## src/rtl/pc_sequencer.sv

```systemverilog
// pc_sequencer: fetch/decode/execute controller for the 8-bit program counter.
// Reads the instruction addressed by the PC and drives the PC's load/increment
// inputs to run the timer micro-program (jumps, counted loops, waits, OUT, HALT).
// Ports:
//   clk, reset      clock; asynchronous active-high reset
//   run             execute when high; stop at the next instruction boundary when low
//   pc_in           current PC value (also the ROM address, not needed by the decode)
//   instr           ROM word at pc_in; opcode [15:12], operand [PC_W-1:0]
//   pc_load         1-cycle pulse, PC takes pc_load_val
//   pc_load_val     jump target, qualified by pc_load
//   pc_inc          1-cycle pulse, PC increments
//   out_port        value written by OUT
//   halted          high while in HALT
//   busy            high while in FETCH/EXEC/WAIT
module pc_sequencer #(
  parameter int unsigned PC_W    = 8,
  parameter int unsigned INSTR_W = 16
) (
  input  logic               clk,
  input  logic               reset,
  input  logic               run,
  input  logic [PC_W-1:0]    pc_in,
  input  logic [INSTR_W-1:0] instr,
  output logic               pc_load,
  output logic [PC_W-1:0]    pc_load_val,
  output logic               pc_inc,
  output logic [PC_W-1:0]    out_port,
  output logic               halted,
  output logic               busy
);

  localparam int unsigned OP_W = 4;

  localparam logic [OP_W-1:0] OP_NOP  = 4'h0;
  localparam logic [OP_W-1:0] OP_JMP  = 4'h1;
  localparam logic [OP_W-1:0] OP_LDC  = 4'h2;
  localparam logic [OP_W-1:0] OP_DJNZ = 4'h3;
  localparam logic [OP_W-1:0] OP_WAIT = 4'h4;
  localparam logic [OP_W-1:0] OP_OUT  = 4'h5;
  localparam logic [OP_W-1:0] OP_HALT = 4'hF;

  typedef enum logic [2:0] {
    IDLE  = 3'd0,
    FETCH = 3'd1,
    EXEC  = 3'd2,
    WAIT  = 3'd3,
    HALT  = 3'd4
  } state_t;

  state_t            state, state_nxt;
  logic [PC_W-1:0]   loop_cnt, loop_cnt_nxt;
  logic [PC_W-1:0]   wait_cnt, wait_cnt_nxt;
  logic              pc_load_nxt, pc_inc_nxt, halted_nxt, busy_nxt;
  logic [PC_W-1:0]   pc_load_val_nxt, out_port_nxt;
  logic [OP_W-1:0]   opcode;
  logic [PC_W-1:0]   operand;
  logic              unused_ok;

  assign opcode  = instr[INSTR_W-1 -: OP_W];
  assign operand = instr[PC_W-1:0];

  // pc_in and the middle instruction bits carry no meaning for the decode
  assign unused_ok = ^{pc_in, instr[INSTR_W-OP_W-1:PC_W]};

  // State register
  always_ff @(posedge clk or posedge reset) begin
    if (reset) state <= IDLE;
    else       state <= state_nxt;
  end

  // Next-state logic
  always_comb begin
    state_nxt = state;
    case (state)
      IDLE:  if (run) state_nxt = FETCH;
      FETCH: state_nxt = EXEC;
      EXEC: begin
        state_nxt = run ? FETCH : IDLE;
        if (opcode == OP_HALT)
          state_nxt = HALT;
        else if (opcode == OP_WAIT && operand != '0)
          state_nxt = WAIT;
      end
      // run is only honoured once the wait has expired
      WAIT:  if (wait_cnt == PC_W'(1)) state_nxt = run ? FETCH : IDLE;
      HALT:  state_nxt = HALT;
      default: state_nxt = IDLE;
    endcase
  end

  // Output / datapath next values; pulses are registered so they appear
  // in the cycle after the deciding EXEC or final WAIT cycle
  always_comb begin
    pc_load_nxt     = 1'b0;
    pc_inc_nxt      = 1'b0;
    pc_load_val_nxt = pc_load_val;
    out_port_nxt    = out_port;
    loop_cnt_nxt    = loop_cnt;
    wait_cnt_nxt    = wait_cnt;
    case (state)
      EXEC: begin
        case (opcode)
          OP_JMP: begin
            pc_load_nxt     = 1'b1;
            pc_load_val_nxt = operand;
          end
          OP_LDC: begin
            loop_cnt_nxt = operand;
            pc_inc_nxt   = 1'b1;
          end
          OP_DJNZ: begin
            // a zero counter wraps to all-ones and therefore jumps
            loop_cnt_nxt = loop_cnt - PC_W'(1);
            if (loop_cnt_nxt != '0) begin
              pc_load_nxt     = 1'b1;
              pc_load_val_nxt = operand;
            end else begin
              pc_inc_nxt = 1'b1;
            end
          end
          OP_WAIT: begin
            if (operand == '0) pc_inc_nxt   = 1'b1;
            else               wait_cnt_nxt = operand;
          end
          OP_OUT: begin
            out_port_nxt = operand;
            pc_inc_nxt   = 1'b1;
          end
          OP_HALT: ;
          OP_NOP:  pc_inc_nxt = 1'b1;
          default: pc_inc_nxt = 1'b1;
        endcase
      end
      WAIT: begin
        wait_cnt_nxt = wait_cnt - PC_W'(1);
        if (wait_cnt == PC_W'(1)) pc_inc_nxt = 1'b1;
      end
      default: ;
    endcase
    halted_nxt = (state_nxt == HALT);
    busy_nxt   = (state_nxt == FETCH) || (state_nxt == EXEC) || (state_nxt == WAIT);
  end

  // Output and counter registers
  always_ff @(posedge clk or posedge reset) begin
    if (reset) begin
      pc_load     <= 1'b0;
      pc_inc      <= 1'b0;
      pc_load_val <= '0;
      out_port    <= '0;
      halted      <= 1'b0;
      busy        <= 1'b0;
      loop_cnt    <= '0;
      wait_cnt    <= '0;
    end else begin
      pc_load     <= pc_load_nxt;
      pc_inc      <= pc_inc_nxt;
      pc_load_val <= pc_load_val_nxt;
      out_port    <= out_port_nxt;
      halted      <= halted_nxt;
      busy        <= busy_nxt;
      loop_cnt    <= loop_cnt_nxt;
      wait_cnt    <= wait_cnt_nxt;
    end
  end

endmodule

```

## config.mk

```make
export PLATFORM = sky130hd
export DESIGN_NAME = pc_sequencer
export DESIGN_NICKNAME = d
export VERILOG_FILES = /design/src/rtl/pc_sequencer.sv
export SDC_FILE = /design/constraint.sdc
export NUM_CORES = 1
export LEC_CHECK = 0
export CAP_MARGIN = 10
export CORE_MARGIN = 2
export CORE_UTILIZATION = 40
export CTS_CLUSTER_SIZE = 12
export DETAILED_ROUTE_END_ITERATION = 10
export GPL_TIMING_DRIVEN = 0
export HOLD_SLACK_MARGIN = 0.15
export PLACE_DENSITY = 0.66
export SLEW_MARGIN = 20
export SYNTH_ARGS = -nofsm -noshare
export SYNTH_HDL_FRONTEND = slang
export SYNTH_SLANG_ARGS = --single-unit
```

## constraint.sdc

```tcl
create_clock -name clk -period 3.3 [get_ports clk]
set_input_delay 0.66 -clock clk [delete_from_list [all_inputs] [get_ports clk]]
set_output_delay 0.66 -clock clk [all_outputs]
set_load 0.01 [all_outputs]
```

### Yosys cells after proc, flatten, opt, wreduce, memory -nomap -nowiden

Index checks and enable logic that the tools add are counted.

* mux-type cells: 20
* div/mod/pow operators: 0
* shift operators: 0
* $lt $le $gt $ge: 0
* bitwise logic cells: 0
* add/subtract/negate cells: 2
* multipliers: 0
* reduce and logical (&&, ||, !) cells: 15
* equal/unequal tests: 18

Operator list (count)
* $pmux W8 S2: 3
* $mux W8: 3
* $reduce_bool A8 Y1: 2
* $sub A8 B1 Y8 const B: 2
* $pmux W3 S5: 1
* $eq A3 B2 Y1 const B: 4
* $mux W3: 3
* $eq A4 B2 Y1 const B: 2
* $eq A4 B3 Y1 const B: 2
* $eq A8 B1 Y1 const B: 1
* $logic_not A8 Y1: 1
* $eq A3 B1 Y1 const B: 2
* $eq A3 B3 Y1 const B: 2
* $mux W1: 6
* $ne A2 B2 Y1 const B: 3
* $reduce_and A3 Y1: 2
* $reduce_bool A2 Y1: 3
* $eq A4 B1 Y1 const B: 1
* $eq A4 B4 Y1 const B: 1
* $pmux W1 S2: 2
* $reduce_and A2 Y1: 2
* $logic_not A3 Y1: 1
* $pmux W1 S3: 1
* $logic_or A1 B1 Y1: 2
* 3 further kinds: 3

* logic and storage cells: 64
* memory bits (writable): 0
* memories kept: 0
* bits of input ports: 27
* output and inout port bits: 20
* bits in latches: 0
* bits in registers: 39
* ROM bits: 0

### Depth between registers and ports, before layout

Gate-level depths: netlist (run 1).

* depth after elaboration: 8
* mapped depth: 7
* depth with buffers taken out: 7

### Worst setup path before layout (run 1)

OpenSTA, ideal clock, no wires.

* path type: register to register
* from: register loop_cnt[3]
* to: register pc_load_val[0]
* path buffers: 1
* setup slack: 1.050 ns
* cell stages (with the launch flop): 7
* period minus slack after synthesis: 2.250 ns
* data required time: 3.175 ns
* arrival: 2.125 ns
* setup time: 0.125 ns
* cells stage by stage: dfrtp_1 > clkbuf_2 > or4_4 > o41ai_2 > nand4_1 > o31ai_4 > mux2_2

* word-level cells in the longest chain between the ends: 4

Ends and longest elaborated chain
* start, declared: line 51 `logic [PC_W-1:0] loop_cnt, loop_cnt_nxt;`
* start signal, assigned: line 162 `loop_cnt <= loop_cnt_nxt;`
* $sub A8 B1 Y8: line 113 `loop_cnt_nxt = loop_cnt - PC_W'(1);`
* $reduce_bool A8 Y1: line 114 `if (loop_cnt_nxt != '0) begin`
* $ne A2 B2 Y1 (no line)
* $reduce_and A3 Y1 (no line)
* end signal, assigned: line 158 `pc_load_val <= pc_load_val_nxt;`
* end, declared: line 25 `output logic [PC_W-1:0] pc_load_val,`

Every way passes these cells.
A chain may end at the register's enable or synchronous reset.

### Worst setup path after layout (run 1)

* from: input instr[14]
* to: register pc_load_val[5]

* word-level cells in the longest chain between the ends: 3
* elaborated cells between the ends (all ways): 6
* classes of those cells: eq/ne: 3; mux: 1; reduce/logical: 2

Ends and longest elaborated chain
* start, declared: line 23 `input logic [INSTR_W-1:0] instr,`
* $eq A4 B2 Y1 / $eq A4 B1 Y1 (equally long branches): line 102 `case (opcode)`
* $ne A2 B2 Y1 (no line) / $reduce_bool A2 Y1 (equally long branches)
* $reduce_and A3 Y1 (no line)

Several ways; a longest one is shown, not always the timed one.

==> implementation parameters, run 1 <==
Parameter                              Value

Status
  Status ... complete, no violations

STA
  Post-route fraction of the period consumed by the critical path ... 83.8%
  Setup-violating endpoint count in the final report ... 0
  Final slew viol count ... 0
  Final sum of negative setup slack ... 0 ns
  Worst clock skew ... 0.00972 ns
  Pin slew with the least headroom to its limit ... 0.750 ns
  Worst slew margin relative to its limit ... 49.6%
  Final hold violation count ... 0
  Peak clock frequency supported by timing ... 362 MHz
  Setup repair after global routing missed its margin ... no
  Post-layout minimum cycle time ... 2.76 ns

Finish
  Final design area excluding fillers ... 2670 um2
  Final-stage net count ... 286
  Area occupied by registers ... 976 um2
  Diode count ... 0
  Multi-input logic area ... 1050 um2
  P&R area growth vs syn ... 26.7%
  Proportion of layout cells with a drive suffix above 1 ... 14.5%
  Fill count ... 473

Synthesis
  Count of yosys warnings during synthesis ... 0
  Number of distinct library cells after synthesis ... 50
  Number of enable-type register cells in the synthesized netlist ... 0
  Ys flop type ... dfrtp_1
  Area share of fa/ha/maj cells after synthesis ... 2.38%
  Seq/Total Area, Yosys ... 46.3%
  Average footprint of a synthesized cell ... 9.89 um2
  Synthesized Nets ... 244
  Share of flip-flops with an asynchronous set or reset after synthesis ... 100%
  Gate count after technology mapping ... 213
  Main combinational cell family by area after synthesis ... compound AO/OA/AOI/OAI gates
  Synthesized-area fraction occupied by and/or/nand/nor cells ... 18.2%
  Fraction of synthesized area in multiplexers ... 8.56%
  Mapped cell area ... 2110 um2
  Total of flip-flops plus latches after synthesis ... 39
  Xor-xnor portion of the synthesized cell area ... 1.25%
  Synthesized-area fraction occupied by ao, oa, aoi and oai cells ... 19.4%

Setup path
  Register-to-register setup slack ... 0.78 ns
  Max Fanout on Critical Path ... 9
  Worst R2R Path Depth ... 6
  Critical path capture point type ... flip-flop
  Type of the worst setup path ... in -> reg
  Worst stage delay on the critical path ... 0.52 ns
  Critical path arrival ... 2.95 ns
  Crit Reg-Reg Startpoint ... loop_cnt[3]$_DFFE_PP0P_
  Required arrival time at the worst endpoint ... 3.48 ns
  Worst reg2reg path endpoint ... pc_load_val[5]$_DFFE_PP0P_
  Cells traversed along the worst timing path ... clkdlybuf4s50_1 > nand4bb_1 > clkbuf_1 > nor3b_1 > nand4_1 > o31ai_4 > mux2_2
  Type of element launching the critical path ... input port
  Slowest library cell on the worst path ... o31ai_4

GRT
  Highest-utilization routing layer at the global route stage ... met2
  Maximum number of pins on one net before global-route repair ... 28
  Number of global-route vias before repair ... 1729
  Total overflow reported by the global router ... 0
  Antenna violations before repair ... 0
  Wire length of the first global-routing pass ... 8.40 mm
  Met3 global-route usage ... 4.74%
  Met1 capacity usage during global routing ... 23.8%
  Met2 demand-to-capacity share in global routing ... 29.2%
  GRT Total Usage ... 18.0%

Detailed routing
  DRT Wirelength ... 4.97 mm
  Final antenna-violating net count ... 0
  First-pass iteration count of the detailed router ... 4
  Routed via count divided by cell count ... 5.42
  First-iteration detailed-routing DRC count ... 69
  Post-detailed-route wirelength per cell ... 15.2 um
  Remaining DRCs ... 0
  Total number of vias ... 1766

Clock network
  Maximum count of clock buffers along a single path ... 2
  Number of gates given a new drive strength after cts ... 0
  Number of post-CTS setup repair buffers ... 0
  TritonCTS clock tree ... built
  Hold bufs inserted after CTS ... 0
  Source-to-sink clock delay at the later pin of the worst-skew pair ... 0.30 ns
  Maximum level of the CTS H-tree ... 2
  Clock slew seen by the registers of the worst setup and hold paths ... 0.08 ns
  Clock buffers created by TritonCTS ... 5
  Clock tree root driver cell ... clkbuf_8
  Clock sinks ... 39

Place
  Final weighted congestion in routability-driven placement ... 0.787
  Half-perimeter wire length after placement ... 3.61 mm
  Post-detailed-placement cell area ... 2550 um2
  Port-buffer cells ... 34

Flow run
  # Max-Cap Violations ... 0

Worst hold path
  Endpoint of the worst hold path ... out_port[1]$_DFFE_PP0P_
  Type of the tightest min-delay check ... reg -> reg
  Startpoint of the lowest-slack hold path ... out_port[1]$_DFFE_PP0P_
  Cell count of the worst hold path ... 1

Pwr
  Switching fraction of total power ... 36.3%
  Leak ... 1.08 nW
  Net switching power figure ... 0.000793 W
  Clk pwr share ... 18.9%
  Maximum VDD drop ... 0.000432 V
  Total internal power ... 0.00139 W
  Logic pwr share ... 41.6%
  PD cells ... 820 nW/um2
  Part of the power in registers ... 39.5%
  Total Power ... 0.00219 W

Floorplanning
  Total number of placement rows ... 26
  Starting density of the core ... 41.2%
  Total I/O pin count ... 47
  DIE AREA ... 5860 um2
  Area of the placeable core ... 5110 um2
  Width of the chip ... 76.6 um
  Chip height ... 76.6 um
## power by group through the flow
stage / Clock, W / Combinational [W] / Sequential [W]
CTS: 0.000429 / 0.000919 / 0.000866
global route: 0.000443 / 0.00101 / 0.000899
detailed placement: 0 / 0.000913 / 0.000873
finish: 0.000413 / 0.000911 / 0.000864
floorplan: 0 / 0.000529 / 0.000888
global placement: 0 / 0.000900 / 0.000865
## per-layer routing
layer	wire length, um	part of all wire (%)
met1	2330	47
met2	2390	48
met5	0	0
met4	51	1.0
met3	201	4.0
## Yosys cell counts (all sizes together) (2+ instances only)
master  number  area, um2
dfrtp       39        976
o211ai       2       15.0
a21oi       14       70.1
nor2        26       97.6
nor3         8       40.0
clkbuf       8       31.3
nor3b        4       30.0
a221oi       2       23.8
o21ai       13       65.1
a22oi        4       30.0
xnor2        2       17.5
nand2       10       37.5
a31oi        3       18.8
nand3b       2       15.0
a211oi       2       15.0
nor4         3       18.8
or3          3       20.0
o22a         6       53.8
ha           4       50.1
inv         11       41.3
or4          3       27.5
nand3        6       30.0
mux2        16        180
and3         2       12.5
## final cells by class
cell class,instances,share of cell area [%]
multi-input combinational,154,39.3
tap,70,3.28
inverter,11,1.55
sequential,39,36.6
clock inverter,3,1.73
buffer,9,1.45
timing repair buffer,35,13.5
clock buffer,5,2.58
## placed cells by master, fill, tap and decap left out, types with 3 or more instances in the layout
| cell type | count |
|---|---|
| nor3b_1 | 4 |
| a22oi_1 | 4 |
| a21oi_1 | 14 |
| dfrtp_1 | 39 |
| nor3_1 | 8 |
| inv_1 | 10 |
| clkbuf_8 | 5 |
| a31oi_1 | 3 |
| o21ai_0 | 13 |
| clkdlybuf4s50_1 | 34 |
| mux2_2 | 16 |
| nor2_1 | 26 |
| o22a_1 | 5 |
| ha_1 | 4 |
| clkbuf_1 | 7 |
| nand2_1 | 10 |
| nand3_1 | 6 |
| nor4_1 | 3 |
## kinds of logic after synthesis
group,after synthesis
multiplexers,16
AND/OR/NAND/NOR,74
flip-flops,39
buffers and inverters,20
AO/OA/AOI/OAI,57
XOR/XNOR,3
adder cells (fa/ha/maj),4
## flip-flops by register name, summed over array words and instances, names as in the netlist
name,flops
pc_load,1
state,3
busy,1
loop_cnt,8
pc_inc,1
wait_cnt,8
pc_load_val,8
halted,1
out_port,8
## how the worst max path moves through the flow
stage	startpoint	endpoint	slack [ns]	cells after the start
4_1_cts	instr[14]	pc_load_val[2]$_DFFE_PP0P_	0.53	7
2_1_floorplan	loop_cnt[3]$_DFFE_PP0P_	pc_load_val[0]$_DFFE_PP0P_	1.05	6
3_3_place_gp	instr[14]	pc_load_val[2]$_DFFE_PP0P_	0.21	7
6_report	instr[14]	pc_load_val[5]$_DFFE_PP0P_	0.54	7
3_5_place_dp	instr[14]	pc_load_val[2]$_DFFE_PP0P_	0.22	7
5_1_grt	instr[14]	pc_load_val[7]$_DFFE_PP0P_	0.35	7
## worst max-delay path: cells and delay by family
kind / cells / cell delay (ns)
compound gates: 1 / 0.52
buf+inv: 2 / 0.71
simple gates: 3 / 0.66
mux: 1 / 0.40
## metrics by stage
stage / hold slack, ns / utilization, % / setup slack [ns] / instances
after detailed placement: 0.495 / 50.0 / 0.220 / 318
after global routing: 0.523 / 52.3 / 0.346 / 326
after global placement: 0.487 / 49.6 / 0.205 / 317
final: 0.508 / 52.3 / 0.535 / 326
after floorplan: 0.503 / - / 1.05 / 213
after CTS: 0.515 / 52.3 / 0.534 / 326
No activity file was read; power rests on OpenSTA's default activity.
==> inputs of run 2 (changes only) <==
- PLACE_DENSITY: 0.66 -> 0.68
- clock period: 3.3 -> 2.27 ns (I/O delays scaled with it)
==> implementation parameters, run 2 (synthesized netlist as in run 1, its figures left out) <==
Parameter                              Value

Finish
  Most frequent cells in the layout ... dfrtp_1 (37), clkdlybuf4s50_1 (32), nor2_1 (25), a21oi_1 (14)
  Final design area excluding fillers ... 2760 um2 (+3.5%)
  Fill count ... 476 (+0.63%)
  Area occupied by registers ... 978 um2 (+0.26%)
  P&R area growth vs syn ... 31.1%
  Final-stage net count ... 288 (+0.70%)
  Final instance count without filler cells ... 328 (+0.61%)
  Diode count ... 0 (unchanged)
  Commonest non-fill, non-tap cell in the layout ... dfrtp_1
  Proportion of layout cells with a drive suffix above 1 ... 20.2% (+5.7 points)
  Multi-input logic area ... 1110 um2 (+5.6%)

Detailed routing
  First-iteration detailed-routing DRC count ... 89 (+29%)
  Final antenna-violating net count ... 0 (unchanged)
  Post-detailed-route wirelength per cell ... 15.7 um (+2.7%)
  Total number of vias ... 1798 (+1.8%)
  First-pass iteration count of the detailed router ... 4 (unchanged)
  DRT Wirelength ... 5.14 mm (+3.4%)
  Remaining DRCs ... 0 (unchanged)
  Routed via count divided by cell count ... 5.48 (+1.2%)

STA
  Setup repair after global routing missed its margin ... yes
  Final hold violation count ... 0 (unchanged)
  Worst slew margin relative to its limit ... 66.8% (+17 points)
  Worst clock skew ... 0.00885 ns (-0.000872 ns)
  Post-layout minimum cycle time ... 2.26 ns
  Setup-violating endpoint count in the final report ... 0 (unchanged)
  Pin slew with the least headroom to its limit ... 0.495 ns (-0.255 ns)
  Worst hold slack after final layout ... 0.434 ns (-0.0747 ns)
  Peak clock frequency supported by timing ... 442 MHz
  Final slew viol count ... 0 (unchanged)
  Post-route fraction of the period consumed by the critical path ... 99.8%

Pwr
  Leak ... 1.13 nW (+5.1%)
  Total Power ... 0.00327 W (+49%)
  PD cells ... 1180 nW/um2 (+44%)
  Maximum VDD drop ... 0.000527 V (+22%)

Place
  Post-detailed-placement cell area ... 2550 um2 (unchanged)
  Port-buffer cells ... 34 (unchanged)
  Placed insts ... 318 (unchanged)
  Final weighted congestion in routability-driven placement ... 0.851 (+8.2%)
  Half-perimeter wire length after placement ... 3.68 mm (+2.0%)

GRT
  Total overflow reported by the global router ... 0 (unchanged)
  GRT Total Usage ... 18.4% (+0.40 points)
  Number of global-route vias before repair ... 1649 (-4.6%)
  Maximum number of pins on one net before global-route repair ... 27 (-3.6%)
  Antenna violations before repair ... 0 (unchanged)
  Wire length of the first global-routing pass ... 8.47 mm (+0.82%)

Clock network
  Clock buffers created by TritonCTS ... 5 (unchanged)
  Maximum level of the CTS H-tree ... 2 (unchanged)
  Clock tree root driver cell ... clkbuf_8
  Clock sinks ... 39 (unchanged)
  TritonCTS clock tree ... built
  Maximum count of clock buffers along a single path ... 2 (unchanged)
  Hold bufs inserted after CTS ... 0 (unchanged)
  Clock slew seen by the registers of the worst setup and hold paths ... 0.08 ns (about the same)
  Source-to-sink clock delay at the later pin of the worst-skew pair ... 0.29 ns (about the same)

Setup path
  Type of the worst setup path ... reg -> reg
  Worst reg2reg path endpoint ... pc_load_val[3]$_DFFE_PP0P_
  Max Fanout on Critical Path ... 4 (-5)
  Critical path capture point type ... flip-flop
  Register-to-register setup slack ... 0.006 ns (-0.77 ns)
  Crit Reg-Reg Startpoint ... loop_cnt[3]$_DFFE_PP0P_
  Critical path arrival ... 2.45 ns (-0.50 ns)
  Required arrival time at the worst endpoint ... 2.45 ns (-1.03 ns)
  Worst R2R Path Depth ... 6 (unchanged)
  Type of element launching the critical path ... flip-flop

Floorplanning
  Total number of placement rows ... 26 (unchanged)
  Area of the placeable core ... 5110 um2 (unchanged)
  DIE AREA ... 5860 um2 (unchanged)
  Chip height ... 76.6 um (unchanged)
  Total I/O pin count ... 47 (unchanged)
  Width of the chip ... 76.6 um (unchanged)
  Starting density of the core ... 41.2% (unchanged)

Worst hold path
  Type of the tightest min-delay check ... in -> async

Status
  Status ... complete, no violations

Flow run
  # Max-Cap Violations ... 0 (unchanged)
-- run 2: changes by cell type in the layout (fill, tap and decap cells not counted), sizes merged --
cell / before / now
dlygate4sd2: 0 / 2
clkbuf: 13 / 11
buf: 2 / 6
clkdlybuf4s50: 34 / 32
-- run 2: power by group --
part	total, W	internal (W)	switching (W)
Clock	0.000594	0.000331	0.000263
Combinational	0.00141	0.000743	0.000664
Sequential	0.00127	0.00101	0.000260
-- run 2: what timing repair did --
action / 4_1_cts / 5_1_grt
resized for setup: 10 / 13
hold endpoints to repair: 0 / 0
pin swaps: 1 / 3
setup buffers: 5 / 0
setup endpoints to repair: 21 / 19
cloned: 1 / 0
-- run 2: cell type report --
class                           instances  area share, %
Buffer                                  7           1.27
Clock buffer                            5           2.49
Clock inverter                          3           1.68
Inverter                               11           1.50
Multi-Input combinational cell        154           40.1
Sequential cell                        39           35.4
Tap cell                               70           3.17
Timing Repair Buffer                   39           14.3
-- run 2: how the worst max path moves through the flow --
stage / startpoint / end / cells past startpoint
global route: loop_cnt[3]$_DFFE_PP0P_ / pc_load_val[4]$_DFFE_PP0P_ / 6
global placement: instr[14] / pc_load_val[4]$_DFFE_PP0P_ / 7
detailed placement: instr[14] / pc_load_val[4]$_DFFE_PP0P_ / 7
floorplan: loop_cnt[3]$_DFFE_PP0P_ / pc_load_val[0]$_DFFE_PP0P_ / 6
CTS: loop_cnt[2]$_DFFE_PP0P_ / pc_load_val[1]$_DFFE_PP0P_ / 7
finish: loop_cnt[3]$_DFFE_PP0P_ / pc_load_val[3]$_DFFE_PP0P_ / 6
-- run 2: metal layers --
layer | share of wire [%] | GRT usage, %
met3 | 5.6 | 4.62
met1 | 44 | 25.9
met5 | 0 | 0
met2 | 49 | 27.7
met4 | 1.1 | 6.00
-- run 2: critical path, stage by stage (launching register included) --
cell and delay (ns):
dfrtp_2 0.41, or4_4 0.58, or4b_4 0.49, nand4_1 0.17, o31ai_4 0.08, buf_6 0.15, mux2_4 0.29
-- run 2: metrics by stage --
step | setup WS, ns | setup TNS, ns | utilization (%)
floorplan | 0.0200 | 0 | -
global placement | -0.558 | -10.93 | 49.6
detailed placement | -0.612 | -11.66 | 50.0
CTS | -0.102 | -0.695 | 53.9
global route | -0.0945 | -0.604 | 54.1
finish | 0.00551 | 0 | 54.1
==> inputs of run 3 (changes only) <==
- CAP_MARGIN: 10 -> 20
==> results of run 3 <==
The final DEF is identical to that of run 2; final timing and power are the same.
